<file path="config.mk">
export PLATFORM = sky130hd
export DESIGN_NAME = mdu_ctrl
export DESIGN_NICKNAME = d
export VERILOG_FILES = /design/src/rtl/mdu_ctrl.sv
export SDC_FILE = /design/constraint.sdc
export NUM_CORES = 1
export LEC_CHECK = 0
export CAP_MARGIN = 20
export CORE_MARGIN = 1.5
export CORE_UTILIZATION = 50
export DETAILED_ROUTE_END_ITERATION = 10
export PLACE_DENSITY = 0.73
export SLEW_MARGIN = 20
export SYNTH_ARGS = -nofsm -noshare
export SYNTH_HDL_FRONTEND = slang
export SYNTH_SLANG_ARGS = --single-unit
</file>
<file path="constraint.sdc">
create_clock -name clk -period 3.6 [get_ports clk]
set_clock_uncertainty 0.15 [all_clocks]
set_input_delay 0.72 -clock clk [delete_from_list [all_inputs] [get_ports clk]]
set_output_delay 0.72 -clock clk [all_outputs]
set_load 0.02 [all_outputs]
</file>
<file path="src/rtl/mdu_ctrl.sv">
// mdu_ctrl: iterative multiply/divide unit owning the architectural HI/LO registers.
// Latency: MULT/MULTU/DIV/DIVU write HI/LO at edge W+1 after the start edge; MTHI/MTLO write at the start edge.
// Backpressure: busy=1 during RUN/FIXUP; start is ignored while busy, flush squashes any in-flight op.
// Ports: clk/rst_n (async active-low), op1/op2 operands, mdu_op/start request, flush squash,
//        busy/done status, hi/lo architectural results.
// Optional feature: define MDU_FAST_MUL_EN for a single-cycle multiplier that bypasses RUN.
`ifndef WORD_WIDTH
`define WORD_WIDTH 32
`endif

module mdu_ctrl #(
    parameter int W = `WORD_WIDTH
) (
    input  logic         clk,
    input  logic         rst_n,
    input  logic [W-1:0] op1,
    input  logic [W-1:0] op2,
    input  logic [2:0]   mdu_op,
    input  logic         start,
    input  logic         flush,
    output logic         busy,
    output logic         done,
    output logic [W-1:0] hi,
    output logic [W-1:0] lo
);
    localparam int CW = (W > 1) ? $clog2(W) : 1;
    localparam logic [2:0] OP_MULT  = 3'd1;
    localparam logic [2:0] OP_MULTU = 3'd2;
    localparam logic [2:0] OP_DIV   = 3'd3;
    localparam logic [2:0] OP_DIVU  = 3'd4;
    localparam logic [2:0] OP_MTHI  = 3'd5;
    localparam logic [2:0] OP_MTLO  = 3'd6;

    typedef enum logic [1:0] {S_IDLE, S_RUN, S_FIXUP} state_t;

    state_t        state_q, state_d;
    logic [CW-1:0] cnt_q, cnt_d;
    logic [W-1:0]  acc_hi_q, acc_hi_d;   // multiply: product high half; divide: partial remainder
    logic [W-1:0]  acc_lo_q, acc_lo_d;   // multiply: product low half/multiplier; divide: quotient
    logic [W-1:0]  b_q, b_d;             // multiplicand or divisor magnitude
    logic [W-1:0]  a_raw_q, a_raw_d;     // unmodified op1, returned as HI on divide-by-zero
    logic          is_div_q, is_div_d;
    logic          neg_q, neg_d;         // negate product / quotient
    logic          rneg_q, rneg_d;       // negate remainder (dividend was negative)
    logic          div0_q, div0_d;
    logic [W-1:0]  hi_q, hi_d, lo_q, lo_d;
    logic          done_q, done_d;

    logic          is_mul, is_div, is_sgn;
    logic [W-1:0]  a_mag, b_mag;
    logic [W:0]    mul_sum, div_r, div_diff;
    logic [2*W-1:0] prod, prod_fix;

`ifdef MDU_FAST_MUL_EN
    logic fmul_q, fmul_d;                // fast product pending for the next edge
    logic sgn_q, sgn_d;
    logic signed [2*W+1:0] fast_full;
    logic [2*W-1:0]        fast_prod;
    assign fast_full = $signed({sgn_q & a_raw_q[W-1], a_raw_q}) * $signed({sgn_q & b_q[W-1], b_q});
    assign fast_prod = fast_full[2*W-1:0];
`endif

    always_comb begin
        state_d  = state_q;
        cnt_d    = cnt_q;
        acc_hi_d = acc_hi_q;
        acc_lo_d = acc_lo_q;
        b_d      = b_q;
        a_raw_d  = a_raw_q;
        is_div_d = is_div_q;
        neg_d    = neg_q;
        rneg_d   = rneg_q;
        div0_d   = div0_q;
        hi_d     = hi_q;
        lo_d     = lo_q;
        done_d   = 1'b0;
`ifdef MDU_FAST_MUL_EN
        fmul_d   = 1'b0;
        sgn_d    = sgn_q;
`endif
        is_mul   = (mdu_op == OP_MULT) || (mdu_op == OP_MULTU);
        is_div   = (mdu_op == OP_DIV)  || (mdu_op == OP_DIVU);
        is_sgn   = (mdu_op == OP_MULT) || (mdu_op == OP_DIV);
        a_mag    = (is_sgn && op1[W-1]) ? -op1 : op1;
        b_mag    = (is_sgn && op2[W-1]) ? -op2 : op2;
        mul_sum  = {1'b0, acc_hi_q} + (acc_lo_q[0] ? {1'b0, b_q} : '0);
        div_r    = {acc_hi_q, acc_lo_q[W-1]};
        div_diff = div_r - {1'b0, b_q};
        prod     = {acc_hi_q, acc_lo_q};
        prod_fix = neg_q ? -prod : prod;

        unique case (state_q)
            S_IDLE: begin
                if (!flush) begin
`ifdef MDU_FAST_MUL_EN
                    if (fmul_q) begin
                        {hi_d, lo_d} = fast_prod;
                        done_d       = 1'b1;
                    end
`endif
                    // A move issued right behind a fast multiply is younger, so it overrides.
                    if (start) begin
                        if (mdu_op == OP_MTHI) begin
                            hi_d = op1;
                        end else if (mdu_op == OP_MTLO) begin
                            lo_d = op1;
`ifdef MDU_FAST_MUL_EN
                        end else if (is_mul) begin
                            fmul_d  = 1'b1;
                            sgn_d   = is_sgn;
                            a_raw_d = op1;
                            b_d     = op2;
`endif
                        end else if (is_mul || is_div) begin
                            state_d  = S_RUN;
                            cnt_d    = '0;
                            acc_hi_d = '0;
                            acc_lo_d = is_div ? a_mag : b_mag;
                            b_d      = is_div ? b_mag : a_mag;
                            a_raw_d  = op1;
                            is_div_d = is_div;
                            neg_d    = is_sgn && (op1[W-1] ^ op2[W-1]);
                            rneg_d   = is_sgn && op1[W-1];
                            div0_d   = is_div && (op2 == '0);
                        end
                    end
                end
            end
            S_RUN: begin
                if (flush) begin
                    state_d = S_IDLE;
                end else begin
                    if (is_div_q) begin
                        // Restoring step: bit W of the difference is the borrow.
                        if (!div_diff[W]) begin
                            acc_hi_d = div_diff[W-1:0];
                            acc_lo_d = {acc_lo_q[W-2:0], 1'b1};
                        end else begin
                            acc_hi_d = div_r[W-1:0];
                            acc_lo_d = {acc_lo_q[W-2:0], 1'b0};
                        end
                    end else begin
                        {acc_hi_d, acc_lo_d} = {mul_sum, acc_lo_q[W-1:1]};
                    end
                    cnt_d = cnt_q + 1'b1;
                    if (cnt_q == CW'(W - 1)) begin
                        state_d = S_FIXUP;
                    end
                end
            end
            S_FIXUP: begin
                state_d = S_IDLE;
                if (!flush) begin
                    done_d = 1'b1;
                    if (!is_div_q) begin
                        {hi_d, lo_d} = prod_fix;
                    end else if (div0_q) begin
                        hi_d = a_raw_q;
                        lo_d = '1;
                    end else begin
                        hi_d = rneg_q ? -acc_hi_q : acc_hi_q;
                        lo_d = neg_q  ? -acc_lo_q : acc_lo_q;
                    end
                end
            end
            default: state_d = S_IDLE;
        endcase
    end

    always_ff @(posedge clk or negedge rst_n) begin
        if (!rst_n) begin
            state_q  <= S_IDLE;
            cnt_q    <= '0;
            acc_hi_q <= '0;
            acc_lo_q <= '0;
            b_q      <= '0;
            a_raw_q  <= '0;
            is_div_q <= 1'b0;
            neg_q    <= 1'b0;
            rneg_q   <= 1'b0;
            div0_q   <= 1'b0;
            hi_q     <= '0;
            lo_q     <= '0;
            done_q   <= 1'b0;
        end else begin
            state_q  <= state_d;
            cnt_q    <= cnt_d;
            acc_hi_q <= acc_hi_d;
            acc_lo_q <= acc_lo_d;
            b_q      <= b_d;
            a_raw_q  <= a_raw_d;
            is_div_q <= is_div_d;
            neg_q    <= neg_d;
            rneg_q   <= rneg_d;
            div0_q   <= div0_d;
            hi_q     <= hi_d;
            lo_q     <= lo_d;
            done_q   <= done_d;
        end
    end

`ifdef MDU_FAST_MUL_EN
    always_ff @(posedge clk or negedge rst_n) begin
        if (!rst_n) begin
            fmul_q <= 1'b0;
            sgn_q  <= 1'b0;
        end else begin
            fmul_q <= fmul_d;
            sgn_q  <= sgn_d;
        end
    end
`endif

    assign busy = (state_q != S_IDLE);
    assign done = done_q;
    assign hi   = hi_q;
    assign lo   = lo_q;
endmodule

</file>
======== Word-level counts from Yosys, hierarchy flattened ========
Index checks and enable logic that the tools add are counted.
operators by class
  bitwise gates (word level) .............. 4
  eq/ne operators ......................... 19
  muxes and demuxes ....................... 58
  reductions and logical operators ........ 18
  add/sub/neg operators ................... 8
operator list
  operator                                                          number
  32-bit two-way mux                                                35
  32-bit case mux with 2 select lines                               4
  32-bit negation                                                   4
  64-bit two-way mux                                                1
  64-bit negation                                                   1
  32-bit by 32-bit adder with 33-bit output                         1
  33-bit by 32-bit subtractor with 33-bit output                    1
  32-bit logical NOT                                                1
  5-bit two-way mux                                                 6
  2-bit inequality test (second input constant)                     9
  6-bit AND reduction                                               3
  2-bit two-way mux                                                 7
  5-bit case mux with 2 select lines                                1
  3-bit == test (second input constant)                             3
  7-bit AND reduction                                               1
  3-bit by 2-bit == test with 1-bit output (second input constant)  2
  2-bit nonzero test                                                3
  5-bit by 1-bit adder with 5-bit output (second input constant)    1
  5-bit == test (second input constant)                             1
  5-bit AND reduction                                               1
  1-bit logical AND                                                 4
  1-bit logical OR                                                  4
  2-bit case mux with 2 select lines                                1
  3-bit by 1-bit == test with 1-bit output (second input constant)  1
  7 further kinds                                                   11
storage, ports and cells
  bits in registers ....................... 204
  output and inout bits ................... 66
  bits of input ports ..................... 71
  word-level logic and storage cells ...... 120

======== Longest topological paths before layout ========
  depth in word-level cells ............... 11
  mapped depth ............................ 14
  depth with buffers taken out ............ 13

======== Worst setup path before layout ========
OpenSTA, ideal clock, no wires.
  path kind ............................... register to register
  from .................................... reg acc_lo_q[0]
  to ...................................... reg acc_hi_q[31]
  period minus slack after synthesis ...... 3.357 ns
  data required time ...................... 3.315 ns
  buffers on the path ..................... 1
  slack ................................... 0.243 ns
  stages on the path, launching flop included .. 14
  library setup time ...................... 0.135 ns
  arrival time ............................ 3.071 ns
  cells stage by stage .................... dfrtp_1 > inv_1 > clkbuf_1 > nor2_1 > ha_1 > a21o_1 > a211oi_1 > a21oi_1 > o31ai_1 > o21ai_0 > a221oi_1 > o21ai_0 > a41oi_1 > a311oi_1
between the ends
  longest elaborated chain between the ends .. 5
ends and longest elaborated chain
  element                                    RTL line  RTL
  start: declaration                         39        logic [W-1:0] acc_lo_q, acc_lo_d;
  start signal: assignment                   189       acc_lo_q <= acc_lo_d;
  32-bit two-way mux                         86        mul_sum = {1'b0, acc_hi_q} + (acc_lo_q[0] ? {1'b0, b_q} : '0);
  32-bit by 32-bit adder with 33-bit output  86
  32-bit two-way mux                         133       if (is_div_q) begin
  32-bit two-way mux                         130       if (flush) begin
  32-bit case mux with 2 select lines        92        unique case (state_q)
  end signal: assignment                     188       acc_hi_q <= acc_hi_d;
  end: declaration                           38        logic [W-1:0] acc_hi_q, acc_hi_d;
Every way passes these cells. The select of a mux whose other input is x is not followed.
A chain may end at the register's enable or synchronous reset.

======== Final worst setup path ========
  from .................................... reg acc_hi_q[0]
  to ...................................... reg hi_q[28], in the netlist hi[28]
between the ends
  longest elaborated chain between the ends .. 6
  elaborated cells on any way between the ends .. 8
  those cells by class .................... add/sub (2); mux (6)
ends and longest elaborated chain
  element                                  RTL line  RTL
  32-bit negation                          161       hi_d = rneg_q ? -acc_hi_q : acc_hi_q;
  32-bit two-way mux                       161
  32-bit two-way mux                       157       end else if (div0_q) begin
  32-bit two-way mux (*)                   155       if (!is_div_q) begin
  32-bit two-way mux (*)                   153       if (!flush) begin
  32-bit case mux with 2 select lines (*)  92
  end signal: assignment                   196       hi_q <= hi_d;
  end: declaration                         46        logic [W-1:0] hi_q, hi_d, lo_q, lo_d;
Every way passes the cells marked *; elsewhere a longest branch is shown, timed or not. The select of a mux whose other input is x is not followed.

==> summary.md <==
| Metric | Value |
|---|---|
| Detailed Route Iter0 Violations | `2164` |
| GRT Residual Overflow | `0` |
| Area of the multi-input gates | `11540 sq um` |
| Hold slack | `0.04399 ns` |
| Reg-to-reg endpoint | `hi[28]` |
| Sequential area share after synthesis | `0.2945` |
| CP Launch Type | `flip-flop` |
| Main area contributors after synthesis | `dfrtp_1 29%, nand2_1 8.1%, o21ai_0 7.3%, ha_1 5.1%, xnor2_1 4.9%` |
| I/O pin count | `137` |
| Vias in the first global route | `17924` |
| Worst Path Max Fanout | `3` |
| Post-place instance area | `20700 sq um` |
| Antenna diodes | `0` |
| Cell Pwr Density | `813.5 nW/um^2` |
| Final ANT Viol Nets | `0` |
| Post-detail-place hpwl | `51.84 mm` |
| Seq. cell area | `5110 sq um` |
| Critical R2R Launch | `acc_hi_q[0]` |
| Register-to-Register Setup Slack | `0.11 ns` |
| CTS tree | `built` |
| Post-synth EDFFs | `0` |
| Fin util | `0.6320` |
| CTS root buf | `clkbuf_16` |
| CTS Buf Count | `25` |
| Die height | `189.2 um` |
| Max Clock Freq | `286.6 MHz` |
| Vias | `18908` |
| Maximum VDD drop | `0.0005475 V` |
| Critical path class | `flip-flop to flip-flop` |
| Die X-Extent | `189.2 um` |
| CTS clk-pin slew, worst paths | `0.07 ns` |
| Final instance area | `21720 sq um` |
| Critical path data arrival time | `3.77 ns` |
| Final setup viols | `0` |
| Data required time at the worst endpoint | `3.88 ns` |
| Slew Limit Headroom | `0.2401` |
| Core area | `34370 sq um` |
| HP Class | `input port to asynchronous set/reset pin` |
| Initial antenna violation count | `1` |
| Leakage power | `9.565 nW` |
| First-pass GRT wire length | `103.9 mm` |
| Fillers | `3061` |
| Hold Vio Cnt, Final | `0` |
| Yosys top cell area share | `0.2945` |
| Status | `finished clean` |
| Syn Area/Cell | `7.623 sq um` |
| Unique cell type count in the Yosys netlist | `85` |
| Fin. max-slew vios | `0` |
| DR DRC count | `0` |
| Overall power | `17.67 mW` |
| Post-synth top flop | `dfrtp_1` |
| Starting Density | `0.5043` |
| Placer Congestion | `0.9809` |
| Drt wl/cell | `22.57 um` |
| Rows | `68` |
| Layout cells sized above 1 | `0.1438` |
| Die area | `35800 sq um` |
| Slew @ Worst Pin | `1.140 ns` |
| Cell taking the most area after synthesis | `dfrtp_1` |
| Async set or reset register ratio after synthesis | `1.000` |
| H-Tree Depth | `1` |
| Post-Synthesis Cell Area | `17340 sq um` |
| GR Util All Layers | `0.3735` |
| Crit path capture type | `flip-flop` |
| Max-cap violations | `0` |
| Port Buffers | `136` |
| Final-stage net count | `2669` |
| Area Growth Syn to Fin | `25.31%` |
| Drt pass-1 iters | `6` |
| Routed WL | `67.71 mm` |
| Synth Register Bits | `204` |
| Clk_lat worst skew | `0.56 ns` |
| Ys Warns | `0` |
| Reg2reg path depth | `13` |
| Fin crit share | `0.9693` |
| Max clock buf depth | `3` |
| DR vias/cell | `6.303` |
| Syn_nets | `2417` |
| Clock Sinks | `204` |
| Fin crit period | `3.489 ns` |
| Cts-stage hold buffer count | `0` |
| Largest net degree at the start of global routing | `72` |
| Mapped Cells | `2274` |
==> cell type report <==
| cell class | instances | area share |
|---|---|---|
| flip-flops and latches | 204 | 0.2352 |
| clock inverters | 16 | 0.01031 |
| repair buffers | 388 | 0.1559 |
| well taps | 455 | 0.02621 |
| multi-input cells | 1851 | 0.5310 |
| inverters | 56 | 0.009849 |
| clock buffers | 30 | 0.03151 |
==> layout by cell type (no fill, tap or decap), types with 30 or more instances in the layout <==
cell and count:
inv_1 54, nand2_1 372, buf_4 241, o211ai_1 43, nor2_1 205, nor3_1 31, dfrtp_1 202, o22ai_1 30
o31ai_1 36, clkdlybuf4s50_1 135, nand3_1 34, mux2i_1 65, o21ai_0 244, xnor2_1 97, a21oi_1 155, ha_1 69
xor2_1 96
==> logic make-up after synthesis <==
kind of cell             after synthesis  synth area share
AO/OA/AOI/OAI                        717            0.2568
AND/OR/NAND/NOR                      800            0.2086
adder cells (fa/ha/maj)               72           0.05283
XOR/XNOR                             194           0.09845
buffers and inverters                219           0.04937
flip-flops                           204            0.2945
multiplexers                          68           0.03948
==> worst max-delay path, cell delays in order, from the launching register on <==
cell and delay (ns):
dfrtp_1 0.39, buf_4 0.15, clkinvlp_4 0.15, ha_1 0.18
or3b_4 0.39, nand4b_4 0.19, or3_4 0.35, or3_1 0.36
or2_1 0.26, a311oi_1 0.29, nor2_1 0.06, a31oi_1 0.23
buf_4 0.17, a21oi_1 0.06
==> worst max path at each step <==
stage,startpoint,to,slack [ns]
3_3_place_gp,op1[1],b_q[23],-0.08
6_report,acc_hi_q[0],hi[28],0.11
3_5_place_dp,op1[1],b_q[23],-0.19
4_1_cts,acc_lo_q[0],acc_hi_q[24],-0.001
5_1_grt,acc_lo_q[0],acc_hi_q[29],-0.02
2_1_floorplan,acc_lo_q[0],acc_hi_q[31],0.24
==> flip-flops by register name, indices dropped and copies added (netlist names) <==
signal	cells
acc_hi_q	32
neg_q	1
state_q	2
rneg_q	1
hi	32
is_div_q	1
div0_q	1
cnt_q	5
acc_lo_q	32
lo	32
b_q	32
done	1
a_raw_q	32
==> synthesized netlist by cell type, types with 9 or more instances <==
cell,count
xor2_1,96
o21ai_1,11
nand2_1,372
o22ai_1,30
or3_1,17
o41ai_1,15
and2_1,12
a21oi_1,159
or2_2,11
dfrtp_1,204
nor2_1,206
buf_1,12
nand3_1,34
a31oi_1,16
buf_2,18
o221ai_1,11
mux2i_1,65
a22oi_1,16
a211oi_1,11
a221oi_1,16
o31ai_1,37
clkbuf_1,131
xnor2_1,97
nor4_1,14
nand4_1,14
o21a_1,9
a21o_1,24
or4_1,17
o211ai_1,43
nor3_1,31
o21ai_0,252
nor2b_1,9
inv_1,56
ha_1,70
nand2b_1,22
==> layer usage <==
| layer | vias up | part of all wire | GRT usage |
|---|---|---|---|
| met5 | - | 0.00019 | 0 |
| met3 | 182 | 0.11 | 0.06432 |
| met4 | 2 | 0.051 | 0.1740 |
| met1 | 8989 | 0.41 | 0.5123 |
| li1 | 8634 | - | - |
| met2 | 1101 | 0.44 | 0.5734 |
==> power by group <==
group          switching (mW)  internal (mW)  total, mW  leakage (nW)
clock network            1.12           1.72       2.84         0.442
logic                    6.27           4.71       11.0          6.54
registers               0.817           3.03       3.85          2.59
total                    8.21           9.46       17.7          9.57
==> per-stage QoR <==
stage | TNS, ns | instances | setup WS [ns]
after floorplan | 0 | 2274 | 0.2433
after detailed placement | -2.616 | 2953 | -0.1927
after global placement | -0.6815 | 2953 | -0.08376
final | 0 | 3000 | 0.1105
after global routing | -0.02059 | 3000 | -0.02059
after CTS | -0.001261 | 2999 | -0.001261
==> timing repair <==
action | 4_1_cts | 5_1_grt
pin swaps | 1 | 3
gates resized for setup | 8 | 24
endpoints found under the setup margin | 7 | 30
setup buffers | 0 | 1
Power figures use the tool's default switching activity.
